**config.mk**
```make
export PLATFORM = sky130hd
export DESIGN_NAME = module_pipelined_cla_subtractor
export DESIGN_NICKNAME = d
export VERILOG_FILES = /design/src/rtl/module_pipelined_cla_subtractor.sv
export SDC_FILE = /design/constraint.sdc
export NUM_CORES = 1
export LEC_CHECK = 0
export ABC_AREA = 1
export CORE_AREA = 5 5 77 79
export CTS_BUF_LIST = sky130_fd_sc_hd__clkbuf_16
export CTS_CLUSTER_DIAMETER = 40
export DETAILED_ROUTE_END_ITERATION = 7
export DIE_AREA = 0 0 82 84
export PLACE_DENSITY_LB_ADDON = 0.25
export SLEW_MARGIN = 40
export SYNTH_ARGS = -nofsm -noshare
export SYNTH_HDL_FRONTEND = slang
export SYNTH_SLANG_ARGS = --single-unit
```
**constraint.sdc**
```tcl
create_clock -name clk_i -period 2.1 [get_ports clk_i]
set_input_delay 0.42 -clock clk_i [delete_from_list [all_inputs] [get_ports clk_i]]
set_output_delay 0.42 -clock clk_i [all_outputs]
set_load 0.05 [all_outputs]
```
**src/rtl/module_pipelined_cla_subtractor.sv**
```systemverilog
// Pipelined carry-look-ahead subtractor: diff = a - b - borrow_in, one CLA slice per pipe stage.
// Optional signed overflow flag enabled by defining OVERFLOW_FLAG_EN.
module module_pipelined_cla_subtractor #(
    parameter int CLA_WIDTH = 16,
    parameter int STAGES    = 2
) (
    input  logic                 clk_i,
    input  logic                 rst_n_i,
    input  logic                 valid_i,
    output logic                 ready_o,
    input  logic [CLA_WIDTH-1:0] a_i,
    input  logic [CLA_WIDTH-1:0] b_i,
    input  logic                 borrow_i,
    output logic                 valid_o,
    input  logic                 ready_i,
    output logic [CLA_WIDTH-1:0] diff_o,
    output logic                 borrow_o
`ifdef OVERFLOW_FLAG_EN
    ,
    output logic                 overflow_o
`endif
);
    localparam int W   = CLA_WIDTH / STAGES;
    localparam int MSB = CLA_WIDTH - 1;

    if (CLA_WIDTH % STAGES != 0) begin : g_bad_split
        $error("CLA_WIDTH must be a multiple of STAGES");
    end

    // Pure look-ahead slice: every carry is a sum of generate/propagate products, no ripple.
    function automatic logic [W:0] cla_slice(input logic [W-1:0] x, input logic [W-1:0] y,
                                             input logic cin);
        logic [W-1:0] g;
        logic [W-1:0] p;
        logic [W:0]   c;
        logic         term;
        g    = x & y;
        p    = x ^ y;
        c    = '0;
        c[0] = cin;
        for (int i = 0; i < W; i++) begin
            term = cin;
            for (int j = 0; j <= i; j++) term = term & p[j];
            c[i+1] = term;
            for (int j = 0; j <= i; j++) begin
                term = g[j];
                for (int m = j + 1; m <= i; m++) term = term & p[m];
                c[i+1] = c[i+1] | term;
            end
        end
        return {c[W], p ^ c[W-1:0]};
    endfunction

    logic                 adv;
    logic [STAGES-1:0]    vld_q, vld_d;
    logic [STAGES-1:0]    cy_q, cy_d;
    logic [CLA_WIDTH-1:0] diff_q [STAGES];
    logic [CLA_WIDTH-1:0] diff_d [STAGES];
    logic [CLA_WIDTH-1:0] a_q    [STAGES];
    logic [CLA_WIDTH-1:0] a_d    [STAGES];
    logic [CLA_WIDTH-1:0] bn_q   [STAGES];
    logic [CLA_WIDTH-1:0] bn_d   [STAGES];
    logic [W:0]           sl     [STAGES];

    // A single advance enable freezes every stage while the output is held.
    assign adv     = !(vld_q[STAGES-1] && !ready_i);
    assign ready_o = adv;

    always_comb begin
        // Stage 0: low slice straight from the ports; b is inverted once and skewed inverted.
        a_d[0]             = a_i;
        bn_d[0]            = ~b_i;
        vld_d[0]           = valid_i;
        sl[0]              = cla_slice(a_i[W-1:0], ~b_i[W-1:0], ~borrow_i);
        diff_d[0]          = '0;
        diff_d[0][W-1:0]   = sl[0][W-1:0];
        cy_d[0]            = sl[0][W];
        // Stage k: slice k on the registered carry and skewed operands of stage k-1.
        for (int k = 1; k < STAGES; k++) begin
            a_d[k]             = a_q[k-1];
            bn_d[k]            = bn_q[k-1];
            vld_d[k]           = vld_q[k-1];
            sl[k]              = cla_slice(a_q[k-1][k*W +: W], bn_q[k-1][k*W +: W], cy_q[k-1]);
            diff_d[k]          = diff_q[k-1];
            diff_d[k][k*W +: W] = sl[k][W-1:0];
            cy_d[k]            = sl[k][W];
        end
    end

    // A carry of 1 means "no borrow", so carries reset high to give borrow_o=0.
    always_ff @(posedge clk_i or negedge rst_n_i) begin
        if (!rst_n_i) begin
            vld_q <= '0;
            cy_q  <= '1;
            for (int k = 0; k < STAGES; k++) diff_q[k] <= '0;
        end else if (adv) begin
            vld_q <= vld_d;
            cy_q  <= cy_d;
            for (int k = 0; k < STAGES; k++) diff_q[k] <= diff_d[k];
        end
    end

    always_ff @(posedge clk_i) begin
        if (adv) begin
            for (int k = 0; k < STAGES; k++) begin
                a_q[k]  <= a_d[k];
                bn_q[k] <= bn_d[k];
            end
        end
    end

    assign valid_o  = vld_q[STAGES-1];
    assign diff_o   = diff_q[STAGES-1];
    assign borrow_o = ~cy_q[STAGES-1];

`ifdef OVERFLOW_FLAG_EN
    logic ovf_d, ovf_q;

    // Operand signs differ (a vs. non-inverted b) and the result sign left a's sign.
    assign ovf_d = (a_d[STAGES-1][MSB] == bn_d[STAGES-1][MSB]) &&
                   (diff_d[STAGES-1][MSB] != a_d[STAGES-1][MSB]);

    always_ff @(posedge clk_i or negedge rst_n_i) begin
        if (!rst_n_i)  ovf_q <= 1'b0;
        else if (adv)  ovf_q <= ovf_d;
    end

    assign overflow_o = ovf_q;
`endif

endmodule

```
; Word-level counts from Yosys, hierarchy flattened
; Memories as Yosys holds them, arrays and structs flattened.
; Cells that the tools add are included.
[classes]
n_div = 0
n_eq_ne = 0
magnitude_cmp = 0
n_addsub = 0
mul = 0
shifts = 0
mux = 1
bitwise = 154
reduce_logical = 3
[ops]
columns = operator, count
row1 = AND 1 bit, 72
row2 = OR 1 bit, 72
row3 = bitwise XOR 8 bit, 4
row4 = AND 8 bit, 2
row5 = inverter 16 bit, 1
row6 = inverter 8 bit, 1
row7 = logical NOT 1 bit, 2
row8 = inverter 1 bit, 2
row9 = logical AND 1 bit, 1
row10 = two-way mux 1 bit, 1
[word_totals]
ram_bits = 64
memories = 2
latchBits = 0
rom_bits = 0
register_bits = 28
elab_cells = 164
[memory_table]
columns = memory, words, width, read_ports, rd_clocked_by_memory_dff, write_ports, line_no
row1 = a_q, 2, 16, 1, 0, 2, 59  ; logic [CLA_WIDTH-1:0] a_q [STAGES];
row2 = bn_q, 2, 16, 1, 0, 2, 61  ; logic [CLA_WIDTH-1:0] bn_q [STAGES];

; Logic depth before layout (Yosys ltp)
; Gate-level depths: netlist (run 1).
[logic_depth]
ltp_word = 18
mapped_depth = 13

; Worst setup path before layout (run 1)
; Ideal clock, no wire load.
[synth_path]
path_type = reg2out
startpoint = reg vld_q[1]
endpoint = out ready_o
slack_ns = 0.306
path_buffers = 1
stages_incl_launch_ff = 5
arrival_time_ns = 1.374
path_cell_list = dfrtp_1 inv_1 nor2_2 inv_1 buf_2
[synth_via]
elab_chain_cells = 2
[synth_rtl]
columns = item, line_no
row1 = start: declaration, 55  ; logic [STAGES-1:0] vld_q, vld_d;
row2 = start signal: assignment, 97  ; vld_q <= vld_d;
row3 = logical AND 1 bit, 66  ; assign adv = !(vld_q[STAGES-1] && !ready_i);
row4 = logical NOT 1 bit, 66
row5 = end: declaration, 10  ; output logic ready_o,
; No other way between the ends.

; Worst setup path in the final report (run 1)
[layout_path]
startpoint = in a_i[0]
endpoint = reg diff_q (netlist bit diff_d[5])
[layout_via]
elab_chain_cells = 12
word_cells_on_any_way = 17
cone_classes = 17 x bitwise
[layout_rtl]
columns = item, line_no
row1 = start: declaration, 11  ; input logic [CLA_WIDTH-1:0] a_i,
row2 = bitwise XOR 8 bit, 38  ; p = x ^ y;
row3 = AND 1 bit (5 in a row), 43  ; for (int j = 0; j <= i; j++) term = term & p[j];
row4 = OR 1 bit * (5 in a row), 48  ; c[i+1] = c[i+1] | term;
row5 = bitwise XOR 8 bit *, 51  ; return {c[W], p ^ c[W-1:0]};
row6 = end: declaration, 57  ; logic [CLA_WIDTH-1:0] diff_q [STAGES];
; Mark *: on every way between the ends. The rest lies on a longest branch, timed or not.
; A chain may end at the register's enable or synchronous reset.

==> results.toml, run 1 <==
[synth]
synthCells = 275
synth_nets = 332
async_reset_ff_share_pct = 63.64
synth_cell_types = 28
ys_seq_area_share_pct = 48.22
synth_edf_count = 16
ys_top_cells_by_area = "dfrtp_1 (27%), edfxtp_1 (20%), nand2_1 (11%)"
ys_seq_elements = 44
yosys_warnings = 0
avgSynthCellArea_um2 = 8.927
synth_top_area_share_pct = 26.50
synth_top_area_cell = "dfrtp_1"
syn_area_um2 = 2455
ys.flop_type = "dfrtp_1"

[detailed_routing]
num_vias = 1993
first_pass_iters = 4
drc = 0
vias_per_cell = 4.814
drtIter0Drc = 50
wl_um = 4812
post_drt_wl_per_cell_um = 11.62
ant_nets = 0

[clock_network]
cts.clk_slew.worst_paths_ns = 0.06
tritoncts = "built"
clk_latency_ns = 0.28
clock_path_buffers = 2
cts_hold_repair.buffers = 0
cts_buffers = 5
cts.htree.levels = 2
cts.sinks = 44
cts-root-buf = "clkbuf_16"

[power_and_ir_drop]
peakVddDrop_mv = 0.3888
power_frac_comb_pct = 37.9
intPower_w = 0.001932
p_total_w = 0.003043
leakage_nw = 1.572
p_per_area_nw_per_um2 = 919.8
clkPwrFrac_pct = 23.9
p_seq_share_pct = 38.2
swShare_pct = 36.49
switchingPower_w = 0.001110

[place]
gp_congestion = 0.8415
io_buffers = 55
dp.final_hpwl_um = 3674
pre_cts_slack_ns = -0.2628
dp.cells = 405

[timing]
final_hold_viol_count = 0
min_period_ns = 2.023
finClkSkew_ns = 0.002472
period_share_pct = 96.34
worst_pin_slew_ns = 0.5118
final_max_slew_viol_count = 0
holdWs_ns = 0.4491
max_freq_ghz = 0.4943
setup_violations = 0
setup_tns_ns = 0
slew_headroom_pct = 65.77
setup_ws_ns = 0.07683

[worst_setup_path]
crit_family = "simple AND/OR/NAND/NOR gates"
cp_common_cell = "nand2_1"
setup.worst_path.start_class = "input port"
worst-path-max-fanout = 2
cp_slowest_cell = "clkdlybuf4s50_1"
worstSetupEndpointType = "flip-flop"
required_ns = 2.26
cp_num_buf_inv = 1
crit_chain = "clkdlybuf4s50_1, ha_4, ha_2, nand2_1, nand3b_1, nand2_1, nand2_2, a21oi_4, nor2_1, nor3_1, o22ai_1"
path_class = "input port to flip-flop"
arrival_ns = 2.18
slowest_delay_ns = 0.53

[run_status]
status = "completed"

[global_route]
grt_pass1_wl_um = 7900
grt_max_degree = 34
first_global_vias = 1848
grtUsageTotal_pct = 14.82
antenna_found_initial = 0
grt-ovfl-total = 0

[layout]
regArea_um2 = 1184
n_antenna_cell = 0
fillers = 489
final_common_cell = "nand2_1"
multi_input_area_um2 = 1071
nets = 398
layout.cells.non_filler = 414
drive_gt1_share_pct = 13.16
area_growth_pct = 34.76
mostFrequentLayoutCells = "nand2_1 (69), clkdlybuf4s50_1 (53), inv_1 (41)"

[floorplan]
num_rows = 27
dieArea_um2 = 6888
num_io_pins = 56
die_y_um = 84
die_w_um = 82
start_util_pct = 46.58
core_um2 = 5270

[hold_path]
hp-class = "flip-flop to flip-flop"

[flow_run]
cap_violations = 0
## stage by stage
step | util, % | cell area, um^2
3_5_place_dp | 59.12 | 3115
2_1_floorplan | - | 2455
3_3_place_gp | 59.12 | 3115
5_1_grt | 62.77 | 3308
4_1_cts | 61.75 | 3254
6_report | 62.77 | 3308
## logic make-up after synthesis
kind of cell	synth area share [%]
DFF	48.22
buffers and inverters	9.938
xor gates and xnor gates	2.141
and+or+nand+nor	24.82
adders and majority gates	10.81
AOI/OAI and AO/OA	4.077
## area by class of cell
class / instances / area share [%]
Clock buffer: 5 / 3.782
Clock inverter: 3 / 0.4160
Inverter: 43 / 4.879
Multi-Input combinational cell: 177 / 32.38
Timing Repair Buffer: 70 / 20.05
Tap cell: 72 / 2.723
Sequential cell: 44 / 35.78
## worst paths after layout
path | cells past startpoint | slack (ns) | from | end
worst max-delay path | 11 | 0.08 | a_i[0] | diff_d[5]
worst min-delay path | 2 | 0.45 | vld_q[0] | vld_q[1]
worst max register to register | 11 | 0.16 | a_q[0][8] | diff_o[14]
worst min register to register | 2 | 0.45 | vld_q[0] | vld_q[1]
max in group asynchronous | 2 | 1.27 | rst_n_i | cy_q[0]
min in group asynchronous | 2 | 0.53 | rst_n_i | diff_o[10]
## synthesized netlist by cell type (4+ instances only)
| library cell | n |
|---|---|
| nand2_1 | 70 |
| nand3_1 | 20 |
| edfxtp_1 | 16 |
| nand4_1 | 12 |
| ha_1 | 18 |
| inv_1 | 42 |
| xor2_1 | 4 |
| nor2_2 | 4 |
| nand2_2 | 4 |
| dfrtp_1 | 26 |
| buf_6 | 4 |
| nor2_1 | 16 |
| o21ai_0 | 11 |
## metal layers
layer | track usage, % | wire length, um | up-vias
met2 | 26.89 | 2496 | 54
met3 | 2.916 | 300 | 6
li1 | - | - | 1012
met5 | 0 | 0 | -
met4 | 6.798 | 82 | 0
met1 | 15.98 | 1932 | 921
## tightest hold or removal path: stages, from the launching register on
cell and delay [ns]:
dfrtp_1 0.32, inv_1 0.05, nand2_1 0.05
## flip-flops by register name, indices dropped and copies added (netlist names)
| name | cells |
|---|---|
| vld_q | 2 |
| a_q | 8 |
| diff_o | 16 |
| bn_q | 8 |
| diff_d | 8 |
| cy_q | 2 |
## power by group through the flow
| stage | registers, W | clock network [W] | logic, W |
|---|---|---|---|
| 2_1_floorplan | 0.00150 | 0 | 0.000428 |
| 4_1_cts | 0.00117 | 0.000751 | 0.00115 |
| 5_1_grt | 0.00118 | 0.000800 | 0.00125 |
| 6_report | 0.00116 | 0.000728 | 0.00115 |
| 3_3_place_gp | 0.00118 | 0 | 0.00112 |
| 3_5_place_dp | 0.00118 | 0 | 0.00115 |
## repair_timing
action	4_1_cts	5_1_grt
endpoints found under the setup margin	0	3
buffers inserted	0	1
gates resized for setup	0	9
(Power assumes the default switching activity.)
==> run 2: changes to the inputs <==
--- a/config.mk
+++ b/config.mk
@@ -6,9 +6,9 @@
 export NUM_CORES = 1
 export LEC_CHECK = 0
 export ABC_AREA = 1
+export CAP_MARGIN = 20
 export CORE_AREA = 5 5 77 79
 export CTS_BUF_LIST = sky130_fd_sc_hd__clkbuf_16
-export CTS_CLUSTER_DIAMETER = 40
 export DETAILED_ROUTE_END_ITERATION = 7
 export DIE_AREA = 0 0 82 84
 export PLACE_DENSITY_LB_ADDON = 0.25
==> results of run 2 <==
No change in the layout: final DEF, timing and power equal those of run 1.
